--- src/rtl/mem_arb_pkg.sv ---
// Shared types and constants for the IFU/LSU memory arbiter.
// Optional round-robin arbitration is enabled with MEM_ARB_RR_EN.
package mem_arb_pkg;

    localparam int unsigned XLEN      = 32;
    localparam int unsigned MEM_IDX_W = 8;

    typedef enum logic [1:0] {
        IDLE,
        WAIT,
        ACCESS,
        RESP
    } arb_state_t;

    typedef enum logic [1:0] {
        GNT_NONE,
        GNT_IFU,
        GNT_LSU
    } grant_t;

endpackage

--- src/rtl/mem_arbiter_arb2.sv ---
// Two-input arbiter: fixed LSU priority by default, round-robin when
// MEM_ARB_RR_EN is defined (adds a last-grant flop and its clock/reset).
module arb2
    import mem_arb_pkg::*;
(
`ifdef MEM_ARB_RR_EN
    input  logic   clk,
    input  logic   rst,
    input  logic   i_update,
`endif
    input  logic   i_req_ifu,
    input  logic   i_req_lsu,
    output grant_t o_gnt
);

`ifdef MEM_ARB_RR_EN
    // 1 = LSU was granted last; resets to IFU so the first tie goes to LSU
    logic r_last_lsu;

    always_ff @(posedge clk) begin
        if (rst) begin
            r_last_lsu <= 1'b0;
        end else if (i_update && (o_gnt != GNT_NONE)) begin
            r_last_lsu <= (o_gnt == GNT_LSU);
        end
    end

    always_comb begin
        o_gnt = GNT_NONE;
        if (i_req_ifu && i_req_lsu) begin
            o_gnt = r_last_lsu ? GNT_IFU : GNT_LSU;
        end else if (i_req_lsu) begin
            o_gnt = GNT_LSU;
        end else if (i_req_ifu) begin
            o_gnt = GNT_IFU;
        end
    end
`else
    always_comb begin
        o_gnt = GNT_NONE;
        if (i_req_lsu) begin
            o_gnt = GNT_LSU;
        end else if (i_req_ifu) begin
            o_gnt = GNT_IFU;
        end
    end
`endif

endmodule

--- src/rtl/mem_arbiter.sv ---
// Serialising IFU/LSU arbiter for the 256x32 memory with programmable latency.
// Define MEM_ARB_RR_EN for round-robin arbitration instead of fixed LSU priority.
module mem_arbiter
    import mem_arb_pkg::*;
#(
    parameter int unsigned LATENCY = 1,
    parameter int unsigned CNT_W   = 4
) (
    input  logic            clk,
    input  logic            rst,
    input  logic            ifu_req_valid,
    output logic            ifu_req_ready,
    input  logic [XLEN-1:0] ifu_req_addr,
    output logic            ifu_resp_valid,
    input  logic            ifu_resp_ready,
    output logic [XLEN-1:0] ifu_resp_rdata,
    input  logic            lsu_req_valid,
    output logic            lsu_req_ready,
    input  logic            lsu_req_wen,
    input  logic [XLEN-1:0] lsu_req_addr,
    input  logic [XLEN-1:0] lsu_req_wdata,
    output logic            lsu_resp_valid,
    input  logic            lsu_resp_ready,
    output logic [XLEN-1:0] lsu_resp_rdata,
    output logic            mem_wen,
    output logic            mem_ren,
    output logic [XLEN-1:0] mem_waddr,
    output logic [XLEN-1:0] mem_raddr,
    output logic [XLEN-1:0] mem_wdata,
    input  logic [XLEN-1:0] mem_rdata
);

    arb_state_t       r_state;
    arb_state_t       w_state_nxt;
    grant_t           r_gnt;
    grant_t           w_arb_gnt;
    logic [CNT_W-1:0] r_cnt;
    logic             r_wen;
    logic [XLEN-1:0]  r_addr;
    logic [XLEN-1:0]  r_wdata;
    logic [XLEN-1:0]  r_rdata;
    logic [XLEN-1:0]  r_mem_waddr;
    logic [XLEN-1:0]  r_mem_raddr;
    logic [XLEN-1:0]  r_mem_wdata;
    logic             w_accept;
    logic             w_resp_done;

    arb2 u_arb2 (
`ifdef MEM_ARB_RR_EN
        .clk       (clk),
        .rst       (rst),
        .i_update  (r_state == IDLE),
`endif
        .i_req_ifu (ifu_req_valid),
        .i_req_lsu (lsu_req_valid),
        .o_gnt     (w_arb_gnt)
    );

    assign ifu_resp_rdata = r_rdata;
    assign lsu_resp_rdata = r_rdata;

    always_comb begin
        w_state_nxt    = r_state;
        w_accept       = 1'b0;
        w_resp_done    = 1'b0;
        ifu_req_ready  = 1'b0;
        lsu_req_ready  = 1'b0;
        ifu_resp_valid = 1'b0;
        lsu_resp_valid = 1'b0;
        mem_wen        = 1'b0;
        mem_ren        = 1'b0;
        mem_waddr      = r_mem_waddr;
        mem_raddr      = r_mem_raddr;
        mem_wdata      = r_mem_wdata;
        case (r_state)
            IDLE: begin
                ifu_req_ready = (w_arb_gnt == GNT_IFU);
                lsu_req_ready = (w_arb_gnt == GNT_LSU);
                if (w_arb_gnt != GNT_NONE) begin
                    w_accept    = 1'b1;
                    w_state_nxt = (LATENCY > 1) ? WAIT : ACCESS;
                end
            end
            WAIT: begin
                if (r_cnt == CNT_W'(1)) begin
                    w_state_nxt = ACCESS;
                end
            end
            ACCESS: begin
                // pins are live only here; the hold registers replay them afterwards
                if (r_wen) begin
                    mem_wen   = 1'b1;
                    mem_waddr = r_addr;
                    mem_wdata = r_wdata;
                end else begin
                    mem_ren   = 1'b1;
                    mem_raddr = r_addr;
                end
                w_state_nxt = RESP;
            end
            RESP: begin
                ifu_resp_valid = (r_gnt == GNT_IFU);
                lsu_resp_valid = (r_gnt == GNT_LSU);
                w_resp_done    = (ifu_resp_valid && ifu_resp_ready) ||
                                 (lsu_resp_valid && lsu_resp_ready);
                if (w_resp_done) begin
                    w_state_nxt = IDLE;
                end
            end
            default: w_state_nxt = IDLE;
        endcase
    end

    always_ff @(posedge clk) begin
        if (rst) begin
            r_state     <= IDLE;
            r_gnt       <= GNT_NONE;
            r_cnt       <= '0;
            r_wen       <= 1'b0;
            r_addr      <= '0;
            r_wdata     <= '0;
            r_rdata     <= '0;
            r_mem_waddr <= '0;
            r_mem_raddr <= '0;
            r_mem_wdata <= '0;
        end else begin
            r_state <= w_state_nxt;
            case (r_state)
                IDLE: begin
                    if (w_accept) begin
                        r_gnt <= w_arb_gnt;
                        r_cnt <= CNT_W'(LATENCY - 1);
                        if (w_arb_gnt == GNT_LSU) begin
                            r_wen   <= lsu_req_wen;
                            r_addr  <= lsu_req_addr;
                            r_wdata <= lsu_req_wdata;
                        end else begin
                            r_wen   <= 1'b0;
                            r_addr  <= ifu_req_addr;
                            r_wdata <= '0;
                        end
                    end
                end
                WAIT: begin
                    r_cnt <= r_cnt - CNT_W'(1);
                end
                ACCESS: begin
                    r_rdata <= r_wen ? '0 : mem_rdata;
                    if (r_wen) begin
                        r_mem_waddr <= r_addr;
                        r_mem_wdata <= r_wdata;
                    end else begin
                        r_mem_raddr <= r_addr;
                    end
                end
                RESP: begin
                    if (w_resp_done) begin
                        r_gnt <= GNT_NONE;
                    end
                end
                default: ;
            endcase
        end
    end

endmodule

--- config.mk ---
export PLATFORM = sky130hd
export DESIGN_NAME = mem_arbiter
export DESIGN_NICKNAME = d
export VERILOG_FILES = /design/src/rtl/mem_arb_pkg.sv /design/src/rtl/mem_arbiter_arb2.sv /design/src/rtl/mem_arbiter.sv
export SDC_FILE = /design/constraint.sdc
export NUM_CORES = 1
export LEC_CHECK = 0
export CAP_MARGIN = 20
export CORE_MARGIN = 2
export CORE_UTILIZATION = 40
export CTS_BUF_LIST = sky130_fd_sc_hd__clkbuf_4 sky130_fd_sc_hd__clkbuf_8
export CTS_CLUSTER_DIAMETER = 60
export DETAILED_ROUTE_END_ITERATION = 10
export PLACE_DENSITY = 0.7
export SYNTH_ARGS = -nofsm -noshare
export SYNTH_HDL_FRONTEND = slang
export SYNTH_SLANG_ARGS = --single-unit
--- constraint.sdc ---
create_clock -name clk -period 2.5 [get_ports clk]
set_input_delay 0.375 -clock clk [delete_from_list [all_inputs] [get_ports clk]]
set_output_delay 0.375 -clock clk [all_outputs]
set_load 0.02 [all_outputs]
==> run_results.csv <==
group,metric,value,unit
timing,min_period,2390,ps
global_route,grt_pass1_wl,36600,um
setup_path,worstPathArrival,2020,ps
detailed_routing,drtPass1Iterations,5,
detailed_routing,remaining_drc_errors,0,
timing,finalSetupTns,0,ps
power_and_ir_drop,p_per_area,707,mW/mm^2
placement,port-buffer-count,300,
hold_path,hold_path_class,"in -> reg",
setup_path,crit_path_start,"r_state[0]",
floorplan,coreArea,0.0204,sq mm
detailed_routing,drtIter0Drc,256,
placement,placement.setup.worst_slack,235,ps
clock_tree,clock-root-buffer,"clkbuf_8",
finish,stdcell_area,0.0120,sq mm
setup_path,worstPathMaxFanout,14,
setup_path,cp_top_family,"buffers and inverters",
timing,hold_viol,0,
clock_tree,ctsLongestPathBuffers,3,
clock_tree,cts_tree,"done",
setup_path,regToRegStartpoint,"r_state[1]",
floorplan,fp.dieH,149,um
synth,synth_area_leaders,"dfxtp_1, mux2_4, nor2b_1, mux2_2, a21oi_1",
placement,gp_congestion,0.772,
timing,clock_skew,23.4,ps
synth,synth_fp_nets,939,
floorplan,boundaryPins,301,
detailed_routing,ant_nets,0,
global_route,grt_max_degree,66,
placement,dp_hpwl,15500,um
global_route,grt_pass1_vias,6623,
finish,fillCellCount,1851,
finish,seq_area,0.00403,sq mm
floorplan,initial_core_util,41.1,%
detailed_routing,wl_per_cell,17.4,um
clock_tree,cts_buffers,36,
setup_path,required,2120,ps
timing,whs,268,ps
detailed_routing,vias_per_cell,4.89,
synth,yosys_warnings,0,
detailed_routing,drt-total-wl,23700,um
hold_path,hold_path.startpoint,"rst",
timing,maxSlewHeadroom,35.7,%
setup_path,worstPathCellList,"nand3b_4 > buf_4 > buf_12 > mux2_4 > dlygate4sd2_1",
setup_path,cp-start-kind,"flip-flop",
synth,yosys.area.top_type_share,48.1,%
power_and_ir_drop,ir_worst_vdd,0.000419,V
synth,synthCells,802,
setup_path,slowest_delay,340,ps
finish,syn_to_final_growth,43.0,%
global_route,antenna_found_initial,0,
floorplan,fp-row-count,52,
finish,multi_input_area,0.00376,sq mm
clock_tree,ctsHtreeMaxLevel,2,
finish,nets,1207,
power_and_ir_drop,leakagePower,0.00530,uW
timing,final-setup-viol-count,0,
finish,layout-drive-gt1-share,22.1,%
timing,rsz0062_at_grt,"false",
run,max-cap-violations,0,
synth,synthDistinctLibCells,33,
clock_tree,clock_sinks,201,
setup_path,cpMaxStageDelayCell,"dfxtp_2",
global_route,grt_overflow,0,
synth,synth_largest_area_cell,"dfxtp_1",
setup_path,path_buf_inv,3,
synth,ys_ff_latch,201,
timing,worstMarginPinSlew,963,ps
timing,timing.final.ws_setup,110,ps
clock_tree,clk_pin_slew,60,ps
outcome,status,"finished, final reports clean",
global_route,grt_usage,20.9,%
setup_path,critPathKind,"reg -> out",
clock_tree,clk_latency,510,ps
timing,fin_crit_sh,95.6,%
timing,fmax,418,MHz
synth,netlist_area,0.00837,sq mm
placement,postPlaceCellArea,0.0113,sq mm
timing,drv_slew,0,
floorplan,dieArea,0.0221,sq mm
setup_path,end_kind,"output port",
clock_tree,hold_buffers,0,
floorplan,fp.dieW,149,um
finish,diodes,0,
synth,postSynthAreaPerCell,10.4,sq um
detailed_routing,via_count,6655,
synth,ys_seq_area_share,48.1,%
[final cells by class]
class                      count  share of cell area, %
tap                          270                   2.82
timing repair buffer         327                   25.3
clock inverter                 2                  0.502
inverter                       5                  0.157
sequential                   201                   33.7
clock buffer                  57                   6.14
multi-input combinational    499                   31.4
[final timing paths]
check / to / slack, ps / cells past startpoint
worst max-delay path: mem_waddr[26] / 110 / 5
worst min-delay path: ifu_resp_rdata[30] / 270 / 2
worst max register to register: r_addr[14] / 560 / 4
worst min register to register: r_wdata[2] / 470 / 2
[per-stage QoR]
stage / total power, uW / util [%] / cells
after global routing: 8860 / 58.8 / 1361
final: 8460 / 58.8 / 1361
after detailed placement: 5230 / 55.7 / 1294
after CTS: 8600 / 59.7 / 1361
after floorplan: 4520 / - / 802
after global placement: 5210 / 55.7 / 1294
[synth_stat cells]
cell	instances
dfxtp_1	201
nor2b_1	87
a21oi_1	73
mux2_4	49
mux2_2	48
o21ai_0	37
buf_4	36
nand2_1	36
nor2_1	35
clkbuf_1	33
a211oi_1	32
a22oi_1	32
mux2i_1	32
buf_2	20
and2b_1	10
buf_6	8
nand2b_1	5
inv_1	4
nor3b_1	4
a2111oi_0	2
ha_1	2
nand3b_1	2
nor2_2	2
nor4_1	2
or2_2	2
inv_2	1
nand3b_4	1
nor3_1	1
nor3b_2	1
nor4b_1	1
o211ai_1	1
o221ai_1	1
or2_1	1
[sequential cells by signal, summed over array words and instances (netlist names), 2 cells and up]
name	count
ifu_resp_rdata	32
r_addr	32
r_cnt	4
r_gnt	2
r_mem_raddr	32
r_mem_waddr	32
r_mem_wdata	32
r_state	2
r_wdata	32
[cell usage in the layout (no fill, tap or decap), types with 5 or more instances in the layout]
master | synthesis | final
mux2_2 | 48 | 48
clkdlybuf4s50_1 | 0 | 197
nand2b_1 | 5 | 5
buf_12 | 0 | 5
clkbuf_4 | 0 | 8
buf_4 | 36 | 20
dfxtp_1 | 201 | 198
and2b_1 | 10 | 10
mux2i_1 | 32 | 32
nand2_1 | 36 | 36
dlygate4sd2_1 | 0 | 53
a22oi_1 | 32 | 32
o21ai_0 | 37 | 37
a211oi_1 | 32 | 32
mux2_4 | 49 | 49
buf_2 | 20 | 15
nor2_1 | 35 | 34
clkbuf_8 | 0 | 49
nor2b_1 | 87 | 87
clkbuf_2 | 0 | 31
a21oi_1 | 73 | 73
[what timing repair did]
item / in CTS / in global routing
setup endpoints to repair: 100 / 48
gates resized for setup: 130 / 78
buffers inserted: 6 / 0
gates cloned: 2 / 0
pin swaps: 1 / 0
[where the power goes]
group | internal [uW] | total [uW] | switching [uW]
Combinational | 757 | 1570 | 811
Clock | 2050 | 3340 | 1290
Sequential | 3410 | 3550 | 144
[routing by layer]
| metal | track usage (%) | vias up | wire [um] |
|---|---|---|---|
| li1 | - | 3277 | - |
| met1 | 26.1 | 3123 | 10300 |
| met2 | 34.8 | 226 | 11100 |
| met3 | 6.20 | 29 | 1740 |
| met4 | 6.52 | 0 | 419 |
| met5 | 0 | - | 0 |
[cells by family (layout without fill, tap and decap cells)]
family                   count (synthesis)  in the layout  share of synthesized area [%]
AO/OA/AOI/OAI                          178            178                           12.7
adder cells (fa/ha/maj)                  2              2                          0.299
buffers and inverters                  102            391                           7.21
flip-flops                             201            201                           48.1
multiplexers                           129            129                           19.1
AND/OR/NAND/NOR                        190            190                           12.6
Power figures use the tool's default switching activity.
